File: config.mk
export PLATFORM = sky130hd
export DESIGN_NAME = debug_io_bridge
export DESIGN_NICKNAME = d
export VERILOG_FILES = /design/src/rtl/debug_pkg.sv /design/src/rtl/dbg_stim_loader.sv /design/src/rtl/debug_io_bridge.sv
export SDC_FILE = /design/constraint.sdc
export NUM_CORES = 1
export LEC_CHECK = 0
export CORE_MARGIN = 2
export CORE_UTILIZATION = 40
export CTS_CLUSTER_SIZE = 12
export DETAILED_ROUTE_END_ITERATION = 10
export PLACE_DENSITY_LB_ADDON = 0.08
export SYNTH_ARGS = -nofsm -noshare
export SYNTH_HDL_FRONTEND = slang
export SYNTH_SLANG_ARGS = --single-unit
File: constraint.sdc
create_clock -name clk -period 1.8 [get_ports clk]
set_input_delay 0.45 -clock clk [delete_from_list [all_inputs] [get_ports clk]]
set_output_delay 0.45 -clock clk [all_outputs]
set_load 0.05 [all_outputs]
File: src/rtl/debug_pkg.sv
// Shared definitions for the debug I/O bridge.
//   cap_state_e : capture FSM state, also driven out on cap_state.
//   rb_words    : number of OUT_W-wide readback words covering the snapshot.
//   rb_evcnt    : readback select that returns the event counter.
//   rb_status   : readback select that returns {vmask, cap_state, ptr}.
//   ptr_width   : width of the auto-increment slice pointer.
package debug_pkg;

  typedef enum logic [1:0] {
    LIVE   = 2'd0,
    ARMED  = 2'd1,
    FROZEN = 2'd2
  } cap_state_e;

  function automatic int rb_words(input int num_ch, input int data_w, input int out_w);
    return (num_ch * data_w) / out_w;
  endfunction

  function automatic int rb_evcnt(input int num_ch, input int data_w, input int out_w);
    return rb_words(num_ch, data_w, out_w);
  endfunction

  function automatic int rb_status(input int num_ch, input int data_w, input int out_w);
    return rb_words(num_ch, data_w, out_w) + 1;
  endfunction

  function automatic int ptr_width(input int num_slices);
    return (num_slices > 1) ? $clog2(num_slices) : 1;
  endfunction

endpackage

File: src/rtl/dbg_stim_loader.sv
// Stimulus loader: assembles a wide stimulus vector from narrow pin slices
// and commits it to the core in one cycle.
//   clk, reset  : core clock, synchronous active-high reset
//   sel         : slice index for manual writes
//   din         : slice data
//   load_en     : write din into staging this cycle
//   auto_inc    : 1 = write at ptr and advance it, 0 = write at sel
//   set         : copy staging to stim_out
//   stim_out    : committed stimulus
//   stim_valid  : high the cycle after each commit
//   ptr         : auto-increment slice pointer (exposed for status readback)
module dbg_stim_loader
  import debug_pkg::*;
#(
  parameter int IN_W   = 10,
  parameter int STIM_W = 160,
  parameter int SEL_W  = 4,
  parameter int PTR_W  = 4
) (
  input  logic              clk,
  input  logic              reset,
  input  logic [SEL_W-1:0]  sel,
  input  logic [IN_W-1:0]   din,
  input  logic              load_en,
  input  logic              auto_inc,
  input  logic              set,
  output logic [STIM_W-1:0] stim_out,
  output logic              stim_valid,
  output logic [PTR_W-1:0]  ptr
);

  localparam int NS = STIM_W / IN_W;

  logic [STIM_W-1:0] staging;
  int                wr_idx;
  logic              wr_ok;

  // Manual writes beyond the last slice are dropped; the pointer never leaves range.
  always_comb begin
    wr_idx = auto_inc ? int'(ptr) : int'(sel);
    wr_ok  = load_en && (wr_idx < NS);
  end

  always_ff @(posedge clk) begin
    if (reset) begin
      staging    <= '0;
      stim_out   <= '0;
      stim_valid <= 1'b0;
      ptr        <= '0;
    end else begin
      stim_valid <= set;
      // NOTE: non-blocking assignment makes a commit in the same cycle as a
      // write see the staging value from before that write.
      if (set) stim_out <= staging;
      for (int s = 0; s < NS; s++) begin
        if (wr_ok && (wr_idx == s)) staging[s*IN_W +: IN_W] <= din;
      end
      if (load_en && auto_inc) ptr <= (ptr == PTR_W'(NS - 1)) ? '0 : ptr + 1'b1;
    end
  end

endmodule

File: src/rtl/debug_io_bridge.sv
// Board-level debug harness between FPGA pins and the core pipeline.
// Loads stimulus through dbg_stim_loader, captures NUM_CH writeback channels
// in LIVE / ARMED / FROZEN mode, counts valid beats and reads captured state
// back through a narrow registered port.
//   clk, reset   : core clock, synchronous active-high reset
//   sel          : slice select (manual load) and word select (readback)
//   din/load_en/auto_inc/set : stimulus loading and commit
//   arm          : enter ARMED
//   release_req  : return to LIVE ("release" is a reserved word)
//   trig_mask    : channels allowed to trigger a freeze
//   obs_valid/obs_data : observed channels, channel c at [c*DATA_W +: DATA_W]
//   stim_out/stim_valid : committed stimulus and its one-cycle strobe
//   dout         : readback of the word selected on the previous cycle
//   cap_state    : current capture state
module debug_io_bridge
  import debug_pkg::*;
#(
  parameter int IN_W   = 10,
  parameter int STIM_W = 160,
  parameter int NUM_CH = 4,
  parameter int DATA_W = 32,
  parameter int OUT_W  = 16,
  parameter int CNT_W  = 16,
  parameter int SEL_W  = 4
) (
  input  logic                     clk,
  input  logic                     reset,
  input  logic [SEL_W-1:0]         sel,
  input  logic [IN_W-1:0]          din,
  input  logic                     load_en,
  input  logic                     auto_inc,
  input  logic                     set,
  input  logic                     arm,
  input  logic                     release_req,
  input  logic [NUM_CH-1:0]        trig_mask,
  input  logic [NUM_CH-1:0]        obs_valid,
  input  logic [NUM_CH*DATA_W-1:0] obs_data,
  output logic [STIM_W-1:0]        stim_out,
  output logic                     stim_valid,
  output logic [OUT_W-1:0]         dout,
  output logic [1:0]               cap_state
);

  localparam int NS        = STIM_W / IN_W;
  localparam int PTR_W     = ptr_width(NS);
  localparam int RW        = rb_words(NUM_CH, DATA_W, OUT_W);
  localparam int RB_EVCNT  = rb_evcnt(NUM_CH, DATA_W, OUT_W);
  localparam int RB_STATUS = rb_status(NUM_CH, DATA_W, OUT_W);
  localparam int STAT_W    = NUM_CH + 2 + PTR_W;

  cap_state_e                state, state_nxt;
  logic [NUM_CH*DATA_W-1:0]  snapshot;
  logic [NUM_CH-1:0]         vmask;
  logic [CNT_W-1:0]          evcnt;
  logic [PTR_W-1:0]          ptr;
  logic [NUM_CH-1:0]         cap_en;
  logic                      vmask_clr;
  logic                      vmask_load;
  logic                      trig_hit;
  logic [OUT_W-1:0]          dout_d;

  dbg_stim_loader #(
    .IN_W   (IN_W),
    .STIM_W (STIM_W),
    .SEL_W  (SEL_W),
    .PTR_W  (PTR_W)
  ) u_loader (
    .clk        (clk),
    .reset      (reset),
    .sel        (sel),
    .din        (din),
    .load_en    (load_en),
    .auto_inc   (auto_inc),
    .set        (set),
    .stim_out   (stim_out),
    .stim_valid (stim_valid),
    .ptr        (ptr)
  );

  assign trig_hit  = |(obs_valid & trig_mask);
  assign cap_state = state;

  // Release wins over arm and trigger. A trigger freezes every valid channel,
  // not only the masked ones that caused it.
  always_comb begin
    // NOTE: every output of this block gets a default first, so no path
    // leaves a value unassigned and no latch is inferred.
    state_nxt  = state;
    cap_en     = '0;
    vmask_clr  = 1'b0;
    vmask_load = 1'b0;
    if (release_req) begin
      state_nxt = LIVE;
      if (state == LIVE) cap_en = obs_valid;
    end else begin
      unique case (state)
        LIVE: begin
          if (arm) begin
            state_nxt = ARMED;
            vmask_clr = 1'b1;
          end else begin
            cap_en = obs_valid;
          end
        end
        ARMED: begin
          if (trig_hit) begin
            state_nxt  = FROZEN;
            cap_en     = obs_valid;
            vmask_load = 1'b1;
          end
        end
        FROZEN: begin
          if (arm) begin
            state_nxt = ARMED;
            vmask_clr = 1'b1;
          end
        end
        default: state_nxt = LIVE;
      endcase
    end
  end

  // Readback mux; registered below so dout follows sel by one cycle.
  always_comb begin
    dout_d = '0;
    for (int w = 0; w < RW; w++) begin
      if (int'(sel) == w) dout_d = snapshot[w*OUT_W +: OUT_W];
    end
    if (int'(sel) == RB_EVCNT)  dout_d[CNT_W-1:0]  = evcnt;
    if (int'(sel) == RB_STATUS) dout_d[STAT_W-1:0] = {vmask, state, ptr};
  end

  always_ff @(posedge clk) begin
    if (reset) begin
      state    <= LIVE;
      snapshot <= '0;
      vmask    <= '0;
      evcnt    <= '0;
      dout     <= '0;
    end else begin
      state <= state_nxt;
      dout  <= dout_d;
      for (int c = 0; c < NUM_CH; c++) begin
        if (cap_en[c]) snapshot[c*DATA_W +: DATA_W] <= obs_data[c*DATA_W +: DATA_W];
      end
      if (vmask_clr)       vmask <= '0;
      else if (vmask_load) vmask <= obs_valid;
      else                 vmask <= vmask | cap_en;
      if (|obs_valid && (evcnt != '1)) evcnt <= evcnt + 1'b1;
    end
  end

endmodule

==> results.md, run 1 <==
- Critical path required time: about 2.3 ns
- Routed WL: about 62 mm
- Critical path arrival: between 2 and 2.5 ns
- Worst-Skew Late Latency: 0.61 ns
- Drc violations: 0
- Dpl hpwl: roughly 44 mm
- Mapped cell area: roughly 0.020 sq mm
- Failing checks: negative setup slack
- Critical path's largest stage delay: around 0.51 ns
- Fin util: 0.537
- Die area: between 0.05 and 0.06 sq mm
- Top-area cell type share of the netlist area: 0.484
- I/O pin cnt: ~340
- Area grow syn2layout: 32.5%
- Rows: 82
- Grt total ovfl: 0
- CP dominant cell by count: buf_12
- Async SR Flop Fraction: 0
- Hold crit path type: in -> reg
- Total CTS buffers: 52
- Unique masters post-synth: 60
- Average wire per cell in the routed design: 19.9 um
- Reg clk slew, reported paths: 0.06 ns
- First-pass GRT wire length: 93.5 mm
- Fin Setup TNS: -0.000965 ns
- Crit. End Element: flip-flop
- Synth top area cells: dfxtp_1 (48%), mux2i_1 (23%), nand2b_1 (8.0%), nor2_1 (6.3%), clkbuf_1 (2.0%)
- Post-Syn Nets: 2,210
- Clock tree buffer depth: 3
- CP delay by family, top: buffers and inverters
- Hold wc startpoint: reset
- Clk sinks: roughly 490
- Largest net degree at the start of global routing: 80
- Die Ht: around 230 um
- R2r startpoint: evcnt[3]$_SDFFE_PP0P_
- Unrepaired setup endpoints after global routing: false
- Initial DRC Count: roughly 850
- Max-cap violations: 0
- Peak supply drop: roughly 750 uV
- Syn_area_per_cell: 9.91 sq um
- CP Class: in -> reg
- Worst setup margin: -0.000965 ns
- Iteration count of the initial detailed-routing pass: 5
- Crit-path slowest cell: clkdlybuf4s50_1
- Layout cells sized above 1: 0.189
- Sequential share of the synthesized area: 0.484
- WHS: between 0.2 and 0.3 ns
- Cells on worst reg2reg path: 5
- EDFF count, synth: 0
- Synthesis Warnings: 0
- H-Tree Depth: 2
- Die width: approximately 230 um
- Worst-case clock skew: around 0.022 ns
- Cells after synthesis: a little over 2,000
- Buf/Inv on CP: 4
- Primary FF master, synth: dfxtp_1
- CTS tree: built
- Count leader, synth: dfxtp_1
- Worst slew margin: 0.601
- WHS Endpoint: evcnt[2]$_SDFFE_PP0P_
- # fillers: roughly 4,500
- Reg2reg end: evcnt[8]$_SDFFE_PP0P_
- Vias in the first global route: approximately 15,000
- Top post-synthesis cells by count: dfxtp_1 (491), mux2i_1 (465), nor2_1 (342), nand2b_1 (260), clkbuf_1 (110)
- Worst Path Max Fanout: 12
- Power density over the cells: about 910 mW/mm^2
- R2r setup slk: roughly 0.11 ns
- Startpoint types: primary input
- Gpl congestion: 0.885
- Outcome: complete, but fails checks
- Root Driver: clkbuf_16
- Vias: 15,800
- Final Cycle Share: 1.00
- Hold path depth: 2
- Final hold vios: 0
- Post-synthesis register bit count: roughly 490
- Initial antenna violation count: 2
- Setup violations, final: 1
- PortBufs: roughly 340
- Starting Density: 0.405
- Max-slew violations: 0
- Min cycle time layout: 1.80 ns
- GRT Total Usage: 0.230
- Slew @ Worst Pin: roughly 0.59 ns
- Fmax: around 560 MHz
- Core area: 0.0502 sq mm
- Dominant cell type by area after synthesis: dfxtp_1
- Fin nets: 2,590
- Vias per cell: 5.04
- Critical path, cell by cell: clkdlybuf4s50_1, buf_12, buf_12, buf_4, mux4_2, o21ai_0, a211oi_1
- Pleak: approximately 0.012 uW
- Antenna-violating nets left: 0
repair_timing:
action                                  4_1_cts  5_1_grt
endpoints found under the setup margin       46      118
buffers inserted                              0        2
gates resized for setup                       6       17
gates cloned                                  0        1
pin swaps                                     0        1
hold buffers                                  0        0
worst reg2reg max path: stages, from the launching register on:
cell and delay [ns]:
dfxtp_1 0.35, buf_4 0.16, and4_2 0.23, nand3_1 0.18, or4_1 0.55, a21oi_1 0.16
power breakdown:
group / switching [uW] / internal (uW)
clock network: 4460 / 6070
registers: 204 / 11200
logic: 1350 / 1280
total: 6020 / 18500
cells by family after synthesis:
logic type / synth area share
flops: 0.484
compound gates: 0.0538
fa+ha+maj: 0.00123
simple gates: 0.185
mux: 0.240
xor+xnor: 0.000431
buf+inv: 0.0359
layout by cell type (no fill, tap or decap), types with 5 or more instances in the layout:
cell type,netlist,layout
dfxtp_1,491,490
o221ai_1,26,23
nand2_1,28,28
a31o_2,8,8
nand3_1,12,12
clkbuf_8,0,8
and3b_1,9,9
and3_1,5,5
buf_12,0,42
nor3_1,16,16
o31ai_1,7,6
o21ai_0,28,28
o21a_1,7,7
nor3b_1,13,10
or4_1,7,7
inv_1,9,9
clkdlybuf4s50_1,0,152
nand2b_1,260,260
mux2i_1,465,465
a21oi_1,39,38
clkbuf_1,110,17
o22ai_1,12,8
clkbuf_16,0,53
mux2_2,9,9
nor2b_1,13,11
buf_4,0,290
nor2_1,342,342
mux4_2,5,5
nand4_1,5,5
nand3b_1,5,5
clkinv_2,0,6
layer usage:
| metal | wire (um) | vias up | global-route usage |
|---|---|---|---|
| met5 | 9 | - | 0 |
| li1 | - | 7756 | - |
| met4 | 1130 | 2 | 0.0534 |
| met1 | 30000 | 7617 | 0.327 |
| met2 | 28500 | 371 | 0.367 |
| met3 | 2810 | 70 | 0.0355 |
registers in the layout (all words and copies together) (netlist names):
name,count
u_loader.stim_valid,1
evcnt,16
snapshot,128
u_loader.stim_out,160
u_loader.ptr,4
u_loader.staging,160
cap_state,2
dout,16
vmask,4
cell type report:
class                      instances  area [sq um]  share of cell area
tap                              672           841              0.0312
sequential                       491          9830               0.365
timing repair buffer             492          4640               0.172
antenna                            1          2.50           0.0000929
clock buffer                      76          1460              0.0543
clock inverter                    14           203             0.00753
inverter                           9          33.8             0.00125
multi-input combinational       1385          9910               0.368
how the worst max path moves through the flow:
stage / from / to / slack [ns] / depth (start not counted)
after floorplan: obs_valid[1] / vmask[0]$_SDFF_PP0_ / 0.004 / 6
after global placement: sel[3] / u_loader.staging[118]$_SDFFE_PP0P_ / -0.76 / 7
after detailed placement: sel[3] / u_loader.staging[112]$_SDFFE_PP0P_ / -0.72 / 7
after CTS: sel[1] / dout[2]$_SDFF_PP0_ / 0.004 / 7
after global routing: sel[3] / dout[7]$_SDFF_PP0_ / 0.0004 / 6
final: sel[1] / dout[15]$_SDFF_PP0_ / -0.001 / 7
metrics by stage:
step	total power [uW]	worst slack, ns	area (sq um)	std cells
6_report	24500	-0.000965	26900	3140
5_1_grt	25400	0.000369	26900	3139
4_1_cts	24800	0.00406	26800	3136
3_5_place_dp	14200	-0.720	25100	3046
3_3_place_gp	14200	-0.759	25100	3046
2_1_floorplan	12900	0.00432	20300	2051
(Power assumes the default switching activity.)
==> inputs of run 2 (changes only) <==
- DONT_BUFFER_PORTS: unset -> 1
==> run 2 against run 1 <==
Net effect:
- the flow finishes with violations (negative hold slack)
- flip-flop and latch count unchanged
- routed wire length about the same
- sequential power about the same
- clock skew shrank 0.0059 ns
- first-iteration DRC count is 20% higher
- worst setup slack gained 0.041 ns
- sequential share of layout area increased by 2.4 points
- critical path depth fell by 7
- clock-buffer cell count rose by 8
- combinational power down 37%
- register-to-register slack lost 0.03 ns
==> results.md, run 2 (synthesis gave the netlist of run 1 again) <==
- Max-cap violations: 0
- Worst slew margin: 0.231
- Critical path arrival: 1.31 ns
- Crit path from: u_loader.stim_out[0]$_SDFFE_PP0P_
- Outcome: complete, but fails checks
- First-pass GRT wire length: between 90 and 100 mm
- Worst-Skew Late Latency: 0.62 ns
- Initial DRC Count: just over 1,000
- Reg clk slew, reported paths: approximately 0.060 ns
- Startpoint types: flip-flop
- Peak supply drop: about 730 uV
- Final hold vios: 7
- Iteration count of the initial detailed-routing pass: 5
- Hold wc startpoint: reset
- Die area: 0.0526 sq mm
- WHS: -0.0397 ns
- Total CTS buffers: 55
- Final Non-Filler Cells: 2,923
- Critical path required time: roughly 1.4 ns
- Routed WL: about 62 mm
- Crit. End Element: primary output
- Area grow syn2layout: 25.1%
- CTS tree: built
- Most common cell after layout, fill and taps aside: mux2i_1
- Die Ht: 229 um
- Vias per cell: between 5 and 6
- Die width: 229 um
- Place WS: -0.122 ns
- Layout cells sized above 1: 0.109
- Core area: about 0.05 sq mm
- Power density over the cells: a little under 1000 mW/mm^2
- Clk sinks: 491
- R2r startpoint: cap_state[0]$_SDFFE_PP0P_
- I/O pin cnt: between 300 and 400
- Top Registers: u_loader.staging (160), u_loader.stim_out (160), snapshot (128)
- # fillers: 4,591
- Clock tree buffer depth: 3
- Starting Density: 0.405
- Grt total ovfl: 0
- Drc violations: 0
- Most frequent cells in the layout: mux2i_1 (464), dfxtp_1 (450), nor2_1 (342)
- Worst Path Max Fanout: 2
- Fmax: ~570 MHz
- Average wire per cell in the routed design: ~21 um
- Antenna-violating nets left: 0
- Dpl hpwl: 38.3 mm
- Rows: 82
- Root Driver: clkbuf_16
- Vias: 15,100
- Min cycle time layout: 1.76 ns
- Dpl cells: 2,616
- Max-slew violations: 0
- Largest net degree at the start of global routing: between 600 and 700
- Slew @ Worst Pin: 1.15 ns
- Gpl congestion: 0.839
- Fin nets: between 2,000 and 2,500
- Pleak: ~0.011 uW
- Worst setup margin: a little over 0.04 ns
- H-Tree Depth: 2
- Failing checks: negative hold slack
- Vias in the first global route: 14,800
- Worst-case clock skew: roughly 0.016 ns
- Initial antenna violation count: 2
- Setup violations, final: 0
- PortBufs: 0
- Final Cycle Share: 0.978
- CP Class: reg -> out
- Hold crit path type: in -> reg
- GRT Total Usage: 0.229
[run 2: changes by cell type in the layout (fill, tap and decap cells not counted), sizes merged]
cell,before,now
buf,338,66
diode,1,3
clkbuf,78,86
dlygate4sd3,0,196
clkdlybuf4s50,152,0
clkinv,8,6
bufinv,3,6
[run 2: layer usage]
layer / track usage / routed length (um) / up-vias / share of wire
li1: - / - / 7315 / -
met1: 0.302 / 27700 / 7305 / 0.44
met2: 0.357 / 28400 / 381 / 0.45
met3: 0.0752 / 5150 / 68 / 0.082
met4: 0.0637 / 1210 / 0 / 0.019
met5: 0 / 0 / - / 0
[run 2: path summary, 6_finish.rpt]
kind                            slack [ns]                                 to  cells past startpoint
worst max-delay path                  0.04                        stim_out[0]                      0
worst min-delay path                 -0.04  u_loader.staging[93]$_SDFFE_PP0P_                      1
worst max register to register        0.08          snapshot[49]$_SDFFE_PP0P_                      7
worst min register to register        0.47          snapshot[14]$_SDFFE_PP0P_                      2
[run 2: where the power goes]
group | total [uW] | internal, uW | switching [uW] | leakage (uW)
Sequential | 11500 | 11200 | 336 | 0.00400
Clock | 11800 | 7230 | 4620 | 0.000950
Combinational | 1650 | 870 | 783 | 0.00645
Total | 25000 | 19300 | 5730 | 0.0114
[run 2: layout make-up]
| class | instances | area [sq um] | share of cell area |
|---|---|---|---|
| timing repair buffer | 264 | 2820 | 0.111 |
| antenna | 3 | 7.51 | 0.000295 |
| sequential | 491 | 9890 | 0.389 |
| inverter | 9 | 33.8 | 0.00133 |
| clock inverter | 15 | 272 | 0.0107 |
| multi-input combinational | 1385 | 9900 | 0.389 |
| tap | 672 | 841 | 0.0331 |
| clock buffer | 84 | 1670 | 0.0655 |
[run 2: stage by stage]
stage                     hold slack, ns  setup TNS (ns)  utilization  instance area (sq um)  power (uW)
final                            -0.0397               0        0.507                  25400       25000
after global routing             0.00677         -0.0686        0.507                  25400       25800
after CTS                        -0.0838               0        0.503                  25200       25200
after detailed placement           0.457           -3.98        0.423                  21200       13000
after global placement             0.458           -5.40        0.423                  21200       13000
after floorplan                    0.444               0            -                  20300       12900
[run 2: timing repair]
item	in CTS	in global routing
pin swaps	0	5
buffers inserted	0	3
hold endpoints to repair	390	1
gates cloned	0	2
hold buffers	200	1
setup endpoints to repair	27	168
resized for setup	27	27
